**src/rtl/uart_cmd_parser_pkg.sv**
```systemverilog
`default_nettype none
// ============================================================================
// Module      : uart_pkg
// Description : Shared definitions for the UART command parser: state
//               encoding, default command bytes and frame lengths.
// Revision    : 1.0 - initial release
// ============================================================================
package uart_pkg;

  // Default command bytes ('R' and 'W').
  localparam logic [7:0] c_CMD_READ  = 8'h52;
  localparam logic [7:0] c_CMD_WRITE = 8'h57;

  // Frame lengths in bytes, including the command and checksum bytes.
  localparam int c_READ_LEN   = 3;
  localparam int c_WRITE_LEN  = 7;
  // Payload bytes in a write frame (everything but CMD, ADDR and CHK).
  localparam int c_DATA_BYTES = c_WRITE_LEN - 3;

  // Parser state encoding.
  localparam logic [2:0] c_ST_CMD   = 3'd0;
  localparam logic [2:0] c_ST_ADDR  = 3'd1;
  localparam logic [2:0] c_ST_DATA  = 3'd2;
  localparam logic [2:0] c_ST_CHK   = 3'd3;
  localparam logic [2:0] c_ST_ISSUE = 3'd4;
  localparam logic [2:0] c_ST_WAIT  = 3'd5;

  typedef enum logic [2:0] {
    S_CMD   = c_ST_CMD,
    S_ADDR  = c_ST_ADDR,
    S_DATA  = c_ST_DATA,
    S_CHK   = c_ST_CHK,
    S_ISSUE = c_ST_ISSUE,
    S_WAIT  = c_ST_WAIT
  } state_t;

endpackage
`default_nettype wire

```
**src/rtl/uart_cmd_parser_if.sv**
```systemverilog
`default_nettype none
// ============================================================================
// Module      : uart_cmd_parser_if
// Description : Bundle between the UART receiver / register block and the
//               command parser.
//   master : parser side  - consumes RX_* and DONE, drives the command
//   slave  : environment  - drives RX_* and DONE, consumes the command
//   RX_DATA[7:0], RX_VALID, RX_ERR : received byte and qualifiers
//   DONE                           : completion pulse from register block
//   START, STATE_R/W/FAIL          : command strobe and kind
//   ADDR[7:0], DATA_OUT[31:0]      : command address / write data
//   BUSY, OVERRUN                  : status
// Revision    : 1.0 - initial release
// ============================================================================
interface uart_cmd_parser_if;
  logic [7:0]  RX_DATA;
  logic        RX_VALID;
  logic        RX_ERR;
  logic        DONE;
  logic        START;
  logic        STATE_R;
  logic        STATE_W;
  logic        STATE_FAIL;
  logic [7:0]  ADDR;
  logic [31:0] DATA_OUT;
  logic        BUSY;
  logic        OVERRUN;

  modport master (
    input  RX_DATA, RX_VALID, RX_ERR, DONE,
    output START, STATE_R, STATE_W, STATE_FAIL, ADDR, DATA_OUT, BUSY, OVERRUN
  );

  modport slave (
    output RX_DATA, RX_VALID, RX_ERR, DONE,
    input  START, STATE_R, STATE_W, STATE_FAIL, ADDR, DATA_OUT, BUSY, OVERRUN
  );
endinterface
`default_nettype wire

```
**src/rtl/uart_cmd_parser_byte_timeout.sv**
```systemverilog
`default_nettype none
// ============================================================================
// Module      : uart_byte_timeout
// Description : Inter-byte timeout counter. Clears on i_clr, otherwise counts
//               while i_en, saturating at TIMEOUT_CYCLES-1 (never wraps).
//   clk, rst   : clock, synchronous active-high reset
//   i_clr      : clear counter (has priority over i_en)
//   i_en       : count enable
//   o_expired  : counter has reached TIMEOUT_CYCLES-1
// Revision    : 1.0 - initial release
// ============================================================================
module uart_byte_timeout #(
  parameter int TIMEOUT_CYCLES = 100000
) (
  input  wire logic clk,
  input  wire logic rst,
  input  wire logic i_clr,
  input  wire logic i_en,
  output logic      o_expired
);

  localparam int              c_W    = $clog2(TIMEOUT_CYCLES);
  localparam logic [c_W-1:0]  c_LAST = c_W'(TIMEOUT_CYCLES - 1);

  logic [c_W-1:0] r_cnt;

  always_ff @(posedge clk) begin
    if (rst) begin
      r_cnt <= '0;
    end else if (i_clr) begin
      r_cnt <= '0;
    end else if (i_en && (r_cnt != c_LAST)) begin
      r_cnt <= r_cnt + c_W'(1);
    end
  end

  assign o_expired = (r_cnt == c_LAST);

endmodule
`default_nettype wire

```
**src/rtl/uart_cmd_parser.sv**
```systemverilog
`default_nettype none
// ============================================================================
// Module      : uart_cmd_parser
// Description : Assembles UART bytes into READ (CMD,ADDR,CHK) or WRITE
//               (CMD,ADDR,D3..D0,CHK) frames, checks the XOR checksum and the
//               inter-byte timeout, then issues one command (START pulse) and
//               holds it until the register block returns DONE.
//   CLK, RST : clock, synchronous active-high reset
//   bus      : uart_cmd_parser_if.master (RX byte stream in, command out)
// Revision    : 1.0 - initial release
// ============================================================================
module uart_cmd_parser
  import uart_pkg::*;
#(
  parameter int         TIMEOUT_CYCLES = 100000,
  parameter logic [7:0] CMD_READ       = c_CMD_READ,
  parameter logic [7:0] CMD_WRITE      = c_CMD_WRITE
) (
  input  wire logic           CLK,
  input  wire logic           RST,
  uart_cmd_parser_if.master   bus
);

  localparam logic [1:0] c_LAST_DATA = 2'(c_DATA_BYTES - 1);

  state_t      r_state;
  logic        r_is_write;
  logic [7:0]  r_chk;
  logic [1:0]  r_cnt;
  logic        r_start;
  logic        r_rd;
  logic        r_wr;
  logic        r_fail;
  logic [7:0]  r_addr;
  logic [31:0] r_data;
  logic        r_busy;
  logic        r_overrun;

  logic w_in_frame;
  logic w_tmo_clr;
  logic w_tmo_exp;
  logic w_bad_cmd;
  logic w_fail;
  logic w_pass;

  // The timeout only runs between the bytes of a frame; holding it clear
  // outside those states means it starts from zero on entry to S_ADDR.
  assign w_in_frame = (r_state == S_ADDR) || (r_state == S_DATA) || (r_state == S_CHK);
  assign w_tmo_clr  = bus.RX_VALID || !w_in_frame;

  uart_byte_timeout #(
    .TIMEOUT_CYCLES (TIMEOUT_CYCLES)
  ) u_timeout (
    .clk       (CLK),
    .rst       (RST),
    .i_clr     (w_tmo_clr),
    .i_en      (w_in_frame),
    .o_expired (w_tmo_exp)
  );

  assign w_bad_cmd = (bus.RX_DATA != CMD_READ) && (bus.RX_DATA != CMD_WRITE);

  // Every route into a failed command. A byte arriving in the expiry cycle
  // takes precedence over the timeout.
  assign w_fail = ((r_state == S_CMD) && bus.RX_VALID && (bus.RX_ERR || w_bad_cmd))
               || (w_in_frame && bus.RX_VALID && bus.RX_ERR)
               || ((r_state == S_CHK) && bus.RX_VALID && (bus.RX_DATA != r_chk))
               || (w_in_frame && !bus.RX_VALID && w_tmo_exp);

  assign w_pass = (r_state == S_CHK) && bus.RX_VALID && !bus.RX_ERR && (bus.RX_DATA == r_chk);

  always_ff @(posedge CLK) begin
    if (RST) begin
      r_state    <= S_CMD;
      r_is_write <= 1'b0;
      r_chk      <= '0;
      r_cnt      <= '0;
      r_start    <= 1'b0;
      r_rd       <= 1'b0;
      r_wr       <= 1'b0;
      r_fail     <= 1'b0;
      r_addr     <= '0;
      r_data     <= '0;
      r_busy     <= 1'b0;
      r_overrun  <= 1'b0;
    end else begin
      // Bytes are never queued while a command is outstanding.
      r_overrun <= bus.RX_VALID && ((r_state == S_ISSUE) || (r_state == S_WAIT));

      if (w_fail) begin
        r_state <= S_ISSUE;
        r_start <= 1'b1;
        r_busy  <= 1'b1;
        r_fail  <= 1'b1;
        r_rd    <= 1'b0;
        r_wr    <= 1'b0;
        r_addr  <= '0;
        r_data  <= '0;
      end else begin
        case (r_state)
          S_CMD: begin
            // Only a valid command byte reaches here; bad ones take w_fail.
            if (bus.RX_VALID) begin
              r_is_write <= (bus.RX_DATA == CMD_WRITE);
              r_chk      <= bus.RX_DATA;
              r_state    <= S_ADDR;
            end
          end
          S_ADDR: begin
            if (bus.RX_VALID) begin
              r_addr  <= bus.RX_DATA;
              r_chk   <= r_chk ^ bus.RX_DATA;
              r_cnt   <= '0;
              r_state <= r_is_write ? S_DATA : S_CHK;
            end
          end
          S_DATA: begin
            if (bus.RX_VALID) begin
              r_data <= {r_data[23:0], bus.RX_DATA};
              r_chk  <= r_chk ^ bus.RX_DATA;
              r_cnt  <= r_cnt + 2'd1;
              if (r_cnt == c_LAST_DATA) begin
                r_state <= S_CHK;
              end
            end
          end
          S_CHK: begin
            if (w_pass) begin
              r_state <= S_ISSUE;
              r_start <= 1'b1;
              r_busy  <= 1'b1;
              r_rd    <= !r_is_write;
              r_wr    <= r_is_write;
              if (!r_is_write) begin
                r_data <= '0;
              end
            end
          end
          S_ISSUE: begin
            r_start <= 1'b0;
            r_state <= S_WAIT;
          end
          S_WAIT: begin
            if (bus.DONE) begin
              r_rd    <= 1'b0;
              r_wr    <= 1'b0;
              r_fail  <= 1'b0;
              r_busy  <= 1'b0;
              r_addr  <= '0;
              r_data  <= '0;
              r_chk   <= '0;
              r_state <= S_CMD;
            end
          end
          default: begin
            r_state <= S_CMD;
          end
        endcase
      end
    end
  end

  assign bus.START      = r_start;
  assign bus.STATE_R    = r_rd;
  assign bus.STATE_W    = r_wr;
  assign bus.STATE_FAIL = r_fail;
  assign bus.ADDR       = r_addr;
  assign bus.DATA_OUT   = r_data;
  assign bus.BUSY       = r_busy;
  assign bus.OVERRUN    = r_overrun;

endmodule
`default_nettype wire

```
**src/flat_wrapper.sv**
```systemverilog
// flat-port wrapper written by rule: the top's interface ports become plain ports
module uart_cmd_parser_flat import uart_pkg::*;
#(
  parameter int         TIMEOUT_CYCLES = 100000,
  parameter logic [7:0] CMD_READ       = c_CMD_READ,
  parameter logic [7:0] CMD_WRITE      = c_CMD_WRITE
)
  (CLK, RST, bus_RX_DATA, bus_RX_VALID, bus_RX_ERR, bus_DONE, bus_START, bus_STATE_R, bus_STATE_W, bus_STATE_FAIL, bus_ADDR, bus_DATA_OUT, bus_BUSY, bus_OVERRUN);
  uart_cmd_parser_if bus_i ();
  input  wire logic CLK;
  input  wire logic RST;
  input wire logic [$bits(bus_i.RX_DATA)-1:0] bus_RX_DATA;
  input wire logic [$bits(bus_i.RX_VALID)-1:0] bus_RX_VALID;
  input wire logic [$bits(bus_i.RX_ERR)-1:0] bus_RX_ERR;
  input wire logic [$bits(bus_i.DONE)-1:0] bus_DONE;
  output wire logic [$bits(bus_i.START)-1:0] bus_START;
  output wire logic [$bits(bus_i.STATE_R)-1:0] bus_STATE_R;
  output wire logic [$bits(bus_i.STATE_W)-1:0] bus_STATE_W;
  output wire logic [$bits(bus_i.STATE_FAIL)-1:0] bus_STATE_FAIL;
  output wire logic [$bits(bus_i.ADDR)-1:0] bus_ADDR;
  output wire logic [$bits(bus_i.DATA_OUT)-1:0] bus_DATA_OUT;
  output wire logic [$bits(bus_i.BUSY)-1:0] bus_BUSY;
  output wire logic [$bits(bus_i.OVERRUN)-1:0] bus_OVERRUN;
  assign bus_i.RX_DATA = bus_RX_DATA;
  assign bus_i.RX_VALID = bus_RX_VALID;
  assign bus_i.RX_ERR = bus_RX_ERR;
  assign bus_i.DONE = bus_DONE;
  assign bus_START = bus_i.START;
  assign bus_STATE_R = bus_i.STATE_R;
  assign bus_STATE_W = bus_i.STATE_W;
  assign bus_STATE_FAIL = bus_i.STATE_FAIL;
  assign bus_ADDR = bus_i.ADDR;
  assign bus_DATA_OUT = bus_i.DATA_OUT;
  assign bus_BUSY = bus_i.BUSY;
  assign bus_OVERRUN = bus_i.OVERRUN;
  uart_cmd_parser #(.TIMEOUT_CYCLES(TIMEOUT_CYCLES), .CMD_READ(CMD_READ), .CMD_WRITE(CMD_WRITE)) u_core (.CLK(CLK), .RST(RST), .bus(bus_i));
endmodule
```
**config.mk**
```make
export PLATFORM = sky130hd
export DESIGN_NAME = uart_cmd_parser_flat
export DESIGN_NICKNAME = d
export VERILOG_FILES = /design/src/rtl/uart_cmd_parser_pkg.sv /design/src/rtl/uart_cmd_parser_if.sv /design/src/rtl/uart_cmd_parser_byte_timeout.sv /design/src/rtl/uart_cmd_parser.sv /design/src/flat_wrapper.sv
export SDC_FILE = /design/constraint.sdc
export NUM_CORES = 1
export LEC_CHECK = 0
export ABC_AREA = 1
export BUFFER_PORTS_ARGS = -buffer_cell sky130_fd_sc_hd__buf_2
export CAP_MARGIN = 30
export CORE_ASPECT_RATIO = 2
export CORE_UTILIZATION = 45
export DETAILED_ROUTE_END_ITERATION = 10
export PLACE_DENSITY = 0.62
export SETUP_SLACK_MARGIN = 0.1
export SLEW_MARGIN = 20
export SYNTH_ARGS = -nofsm -noshare
export SYNTH_HDL_FRONTEND = slang
export SYNTH_SLANG_ARGS = --single-unit
```
**constraint.sdc**
```tcl
create_clock -name CLK -period 3.8 [get_ports CLK]
set_clock_uncertainty 0.15 [all_clocks]
set_input_delay 0.76 -clock CLK [delete_from_list [all_inputs] [get_ports CLK]]
set_output_delay 0.76 -clock CLK [all_outputs]
set_load 0.03 [all_outputs]
```
Word-level counts from Yosys, hierarchy flattened
Index checks and enable logic that the tools add are counted.

operators by class
  eq/ne operators = 27
  bitwise gates (word level) = 2
  shifts and indexed selects = 0
  reduce and logical (&&, ||, !) cells = 49
  divide/modulo/power cells = 0
  mux-type cells = 34
  add/sub/neg operators = 2
  multipliers = 0
  order comparisons = 0

operators with widths
  cell                   number
  $mux 32                4
  $pmux 32 s3            1
  $mux 8                 3
  $pmux 8 s3             1
  $mux 3                 7
  $pmux 3 s6             1
  $add 17x1->17 const B  1
  $eq 17x17->1 const B   1
  $ne 17x17->1 const B   1
  $ne 8x7->1 const B     2
  $pmux 8 s2             1
  $ne 3x2->1 const B     5
  $logic_and 1x1->1      13
  $ne 2x2->1 const B     6
  $reduce_and 3->1       4
  $reduce_and 6->1       2
  $reduce_bool 3->1      4
  $reduce_and 5->1       2
  $reduce_bool 2->1      5
  $mux 1                 9
  $eq 8x7->1 const B     1
  $eq 8x8->1             1
  $logic_or 1x1->1       8
  $ne 8x8->1             1
  other kinds (17)       30

word-level totals
  memories = 0
  bits in latches = 0
  bits in read-only memories = 0
  RAM bits = 0
  output and inout bits = 46
  logic and storage cells = 128
  bits in registers = 77

Longest topological paths before layout
  depth after elaboration = 10
  mapped depth = 13
  gate-level depth less buffers = 11

By module
A second synthesis with hierarchy kept.

second synthesis, totals
  cells, all modules = 614
  area, all modules = 3,981.3 um2

modules (own cells, without submodules)
  module             instances  sequential area each (um2)  cells each  area an instance (um2)
  uart_cmd_parser    1          1,201.2                     467         2,995.4
  uart_byte_timeout  1          340.3                       147         985.9

Worst setup path before layout
Ideal clock, no wire load.

  path kind = input -> register
  from = input bus_RX_VALID
  to = register u_core.r_data[18] (netlist: u_core.bus.DATA_OUT[18])
  data arrival time = 1.890 ns
  setup time = 0.115 ns
  buffers on the path = 3
  required time = 3.535 ns
  path slack = 1.645 ns
  cell stages on the path = 12
  path through = inv_2 -> nor2_2 -> buf_4 -> nand2_2 -> nor2_2 -> nand3_2 -> nand2_2 -> nand3_1 -> buf_4 -> buf_6 -> nand2_1 -> a21oi_2

between the ends
  longest elaborated chain between the ends = 6

ends and longest elaborated chain
  item                                                                      RTL line                text
  start: declaration                                                        flat_wrapper.sv:13      input wire logic [$bits(bus_i.RX_VALID)-1:0] bus_RX_VALID;
  parallel branches: the longest is 6 deep, another holds $reduce_and 5->1  --
  end signal: assignment                                                    uart_cmd_parser.sv:119  r_data <= {r_data[23:0], bus.RX_DATA};
  end: declaration                                                          uart_cmd_parser.sv:35   logic [31:0] r_data;

Several ways; the timed one is not identified.
A chain may end at the register's enable or synchronous reset.

Final worst setup path
  from = register u_core.u_timeout.r_cnt[0]
  to = register u_core.u_timeout.r_cnt[3]

between the ends
  longest elaborated chain between the ends = 2

ends and longest elaborated chain
  item                                                                   RTL line                            text
  start: declaration                                                     uart_cmd_parser_byte_timeout.sv:25  logic [c_W-1:0] r_cnt;
  start signal: assignment                                               uart_cmd_parser_byte_timeout.sv:33  r_cnt <= r_cnt + c_W'(1);
  parallel branches: the longest is 2 deep, another holds $add 17x1->17  --

Several ways; the timed one is not identified.

==> impl_metrics.py <==
metrics = {
    "logic_synthesis": {
        "yosysUniqueCellTypes": 34,
        "synth_area_leader_cell": "dfxtp_1",
        "synth_top_cell_area_share_pct": 36.4,
        "async_flop_share_pct": 0,
        "netlist_area_um2": 4230,
        "netlist_top_cells_area": "dfxtp_1 36%, nand2_1 13%, nor2_1 9.1%",
        "post_synth_edffs": 0,
        "count_of_warnings_emitted_by_yosys": 0,
        "dominantRegCellSynth": "dfxtp_1",
        "synthesis.area_per_instance_um2": 6.68,
        "yosysSeqAreaShare_pct": 36.4,
        "synth.net_count": 648,
        "total_of_flip_flops_plus_latches_after_synthesis": 77,
        "post_synth_inst_count": 633,
    },
    "pwr": {
        "total_leakage_power_nw": 2.05,
        "finalPower_mw": 3.44,
        "peak_supply_drop_v": 0.000309,
        "powerDensity_nw_per_um2": 711,
    },
    "clock_tree": {
        "root_buffer": "clkbuf_16",
        "tritoncts_clock_tree": "yes",
        "cts.sinks": 77,
        "cts_max_path_buffers": 2,
        "tritoncts.num_buffers": 9,
        "clock_latency_ns": 0.34,
        "post-cts-setup-buffers": 0,
        "clkTransAtPathRegs_ns": 0.06,
        "htree_num_levels": 3,
        "postCtsHoldBufs": 0,
        "ctsResizeCount": 0,
    },
    "placed_design": {
        "placement.setup.worst_slack_ns": 0.874,
        "gp_routability_congestion": 0.891,
        "place.port_buffers": 58,
        "hpwl_um": 8740,
    },
    "floorplan": {
        "die_area_um2": 9820,
        "initial_utilization_pct": 46.6,
        "die_x_um": 70.6,
        "placementRows": 49,
        "io-pin-count": 59,
        "design.core.area_um2": 9070,
        "die_h_um": 139,
    },
    "route": {
        "routed_wirelength_um": 11400,
        "dr.first_iter.drc_count": 224,
        "num_vias": 4166,
        "drcViolationCount": 8,
        "detailedRoute.firstPassIterationCount": 7,
        "antenna_left": 0,
        "number_of_vias_per_cell": 5.29,
        "detail_route.wl_per_cell_um": 14.4,
    },
    "timing": {
        "setup_repair_after_global_routing_missed_its_margin": "no",
        "drv_slew": 0,
        "finalSetupViolCount": 0,
        "max_slew_margin_vs_limit_pct": 48.5,
        "post-route-worst-setup-slack_ns": 1.24,
        "min_period_over_period_pct": 67.4,
        "tightestPinTransition_ns": 0.773,
        "final.min_clock_period_ns": 2.56,
        "final.setup.tns_ns": 0,
        "fmax_ghz": 0.390,
        "hold_viol_final": 0,
    },
    "job": {
        "drv.max_cap_violation_count": 0,
    },
    "status": {
        "violations_in_the_final_reports": "design-rule violations",
        "status": "finished, violations left",
    },
    "cells_and_area": {
        "area.growth.synth_to_final_pct": 14.3,
        "layout_cell_share_with_drive_strength_beyond_1_pct": 19.4,
        "n_antenna_cell": 0,
        "final_cell_mix": "143 x nand2_1, 103 x nor2_1, 77 x dfxtp_1",
        "finalNetCount": 695,
        "final_core_utilization_pct": 53.3,
        "final_common_cell": "nand2_1",
    },
    "worst_hold_path": {
        "min-delay-path-class": "register to register",
        "holdPathEnd": "u_core.bus.DATA_OUT[29]",
        "min_delay_path_depth": 2,
        "worst_hold_startpoint": "u_core.bus.DATA_OUT[29]",
    },
    "global_route": {
        "globalRouteTotalUtil_pct": 24.0,
        "wire_length_of_the_first_global_routing_pass_um": 18600,
        "grt_antenna_before_repair": 0,
        "number_of_global_route_vias_before_repair": 3959,
        "gr-total-overflow": 0,
        "grt_max_degree": 39,
    },
    "setup_path": {
        "critical_path_class": "register to register",
        "path_max_fanout": 15,
        "timing.reg2reg.worst_path_depth": 9,
        "critical_path.reg2reg.startpoint": "u_core.u_timeout.r_cnt[0]",
        "worst_r2r_dst": "u_core.u_timeout.r_cnt[3]",
        "cp_data_arrival_time_ns": 2.69,
        "critical_path.endpoint_type": "register",
        "kind_of_start_point_of_the_critical_path": "register",
        "cp_data_required_time_ns": 3.92,
        "timing.reg2reg.setup_slack_ns": 1.24,
    },
}
## state kept, by name, summed over array words and instances, names as in the netlist
register,cells
u_core.bus.STATE_W,1
u_core.r_cnt,2
u_core.u_timeout.r_cnt,17
u_core.bus.BUSY,1
u_core.bus.DATA_OUT,32
u_core.bus.ADDR,8
u_core.bus.STATE_R,1
u_core.r_chk,8
u_core.bus.START,1
u_core.bus.OVERRUN,1
u_core.r_state,3
u_core.bus.STATE_FAIL,1
u_core.r_is_write,1
## critical path, stage by stage (launching register included)
cell and delay (ns):
dfxtp_1 0.46, ha_1 0.24, nand3_1 0.16, nor2_1 0.18
nand3_1 0.16, nand2_1 0.43, inv_1 0.35, nand2_1 0.17
o21ai_0 0.08, a21oi_1 0.11
## final cells by class
cell class / count / area [µm²]
Clock buffer: 10 / 229
Timing Repair Buffer: 65 / 347
Inverter: 81 / 304
Sequential cell: 77 / 1540
Fill cell: 977 / 4240
Multi-Input combinational cell: 446 / 2200
Tap cell: 102 / 128
Clock inverter: 6 / 86.3
## through the flow
stage	instances	hold slack (ns)	area, µm²
detailed placement	770	0.306	4510
floorplan	633	0.302	4230
global route	787	0.327	4830
finish	787	0.315	4830
global placement	770	0.302	4510
CTS	786	0.316	4820
## worst max-delay path by stage
stage	from	end	slack (ns)	cells after the start
CTS	u_core.u_timeout.r_cnt[0]	u_core.u_timeout.r_cnt[3]	1.18	9
global route	u_core.u_timeout.r_cnt[0]	u_core.u_timeout.r_cnt[3]	0.91	9
finish	u_core.u_timeout.r_cnt[0]	u_core.u_timeout.r_cnt[3]	1.24	9
floorplan	bus_RX_VALID	u_core.bus.DATA_OUT[18]	1.64	12
global placement	bus_RX_VALID	u_core.bus.DATA_OUT[4]	0.93	12
detailed placement	bus_RX_VALID	u_core.bus.DATA_OUT[4]	0.87	13
## routing by layer
layer / share of wire (%) / GRT usage [%] / vias up
met5: 0 / 0 / -
met4: 4.1 / 14.1 / 0
met3: 2.7 / 3.56 / 31
met2: 58 / 47.9 / 78
met1: 36 / 22.0 / 1915
li1: - / - / 2142
## power breakdown
part	internal, mW	switching, mW
clock	0.575	0.344
sequential	0.940	0.109
combinational	0.406	1.06
total	1.92	1.52
## cell usage after synthesis, types with 6 or more instances
| library cell | number |
|---|---|
| inv_2 | 12 |
| nand3_1 | 23 |
| a21oi_1 | 44 |
| inv_1 | 69 |
| nor2_2 | 6 |
| buf_6 | 7 |
| a21oi_2 | 19 |
| nand2_1 | 143 |
| nor3_1 | 17 |
| clkbuf_1 | 13 |
| dfxtp_1 | 77 |
| nor2_1 | 103 |
| nand2_2 | 6 |
| nand4_1 | 51 |
| o21ai_0 | 11 |
## kinds of logic after synthesis
logic type,count (synthesis),synth area share (%)
and+or+nand+nor,359,38.3
buffers and inverters,110,11.6
AOI/OAI and AO/OA,78,11.6
adders and majority gates,2,0.591
DFF,77,36.4
xor gates and xnor gates,7,1.45
Power figures use the tool's default switching activity.
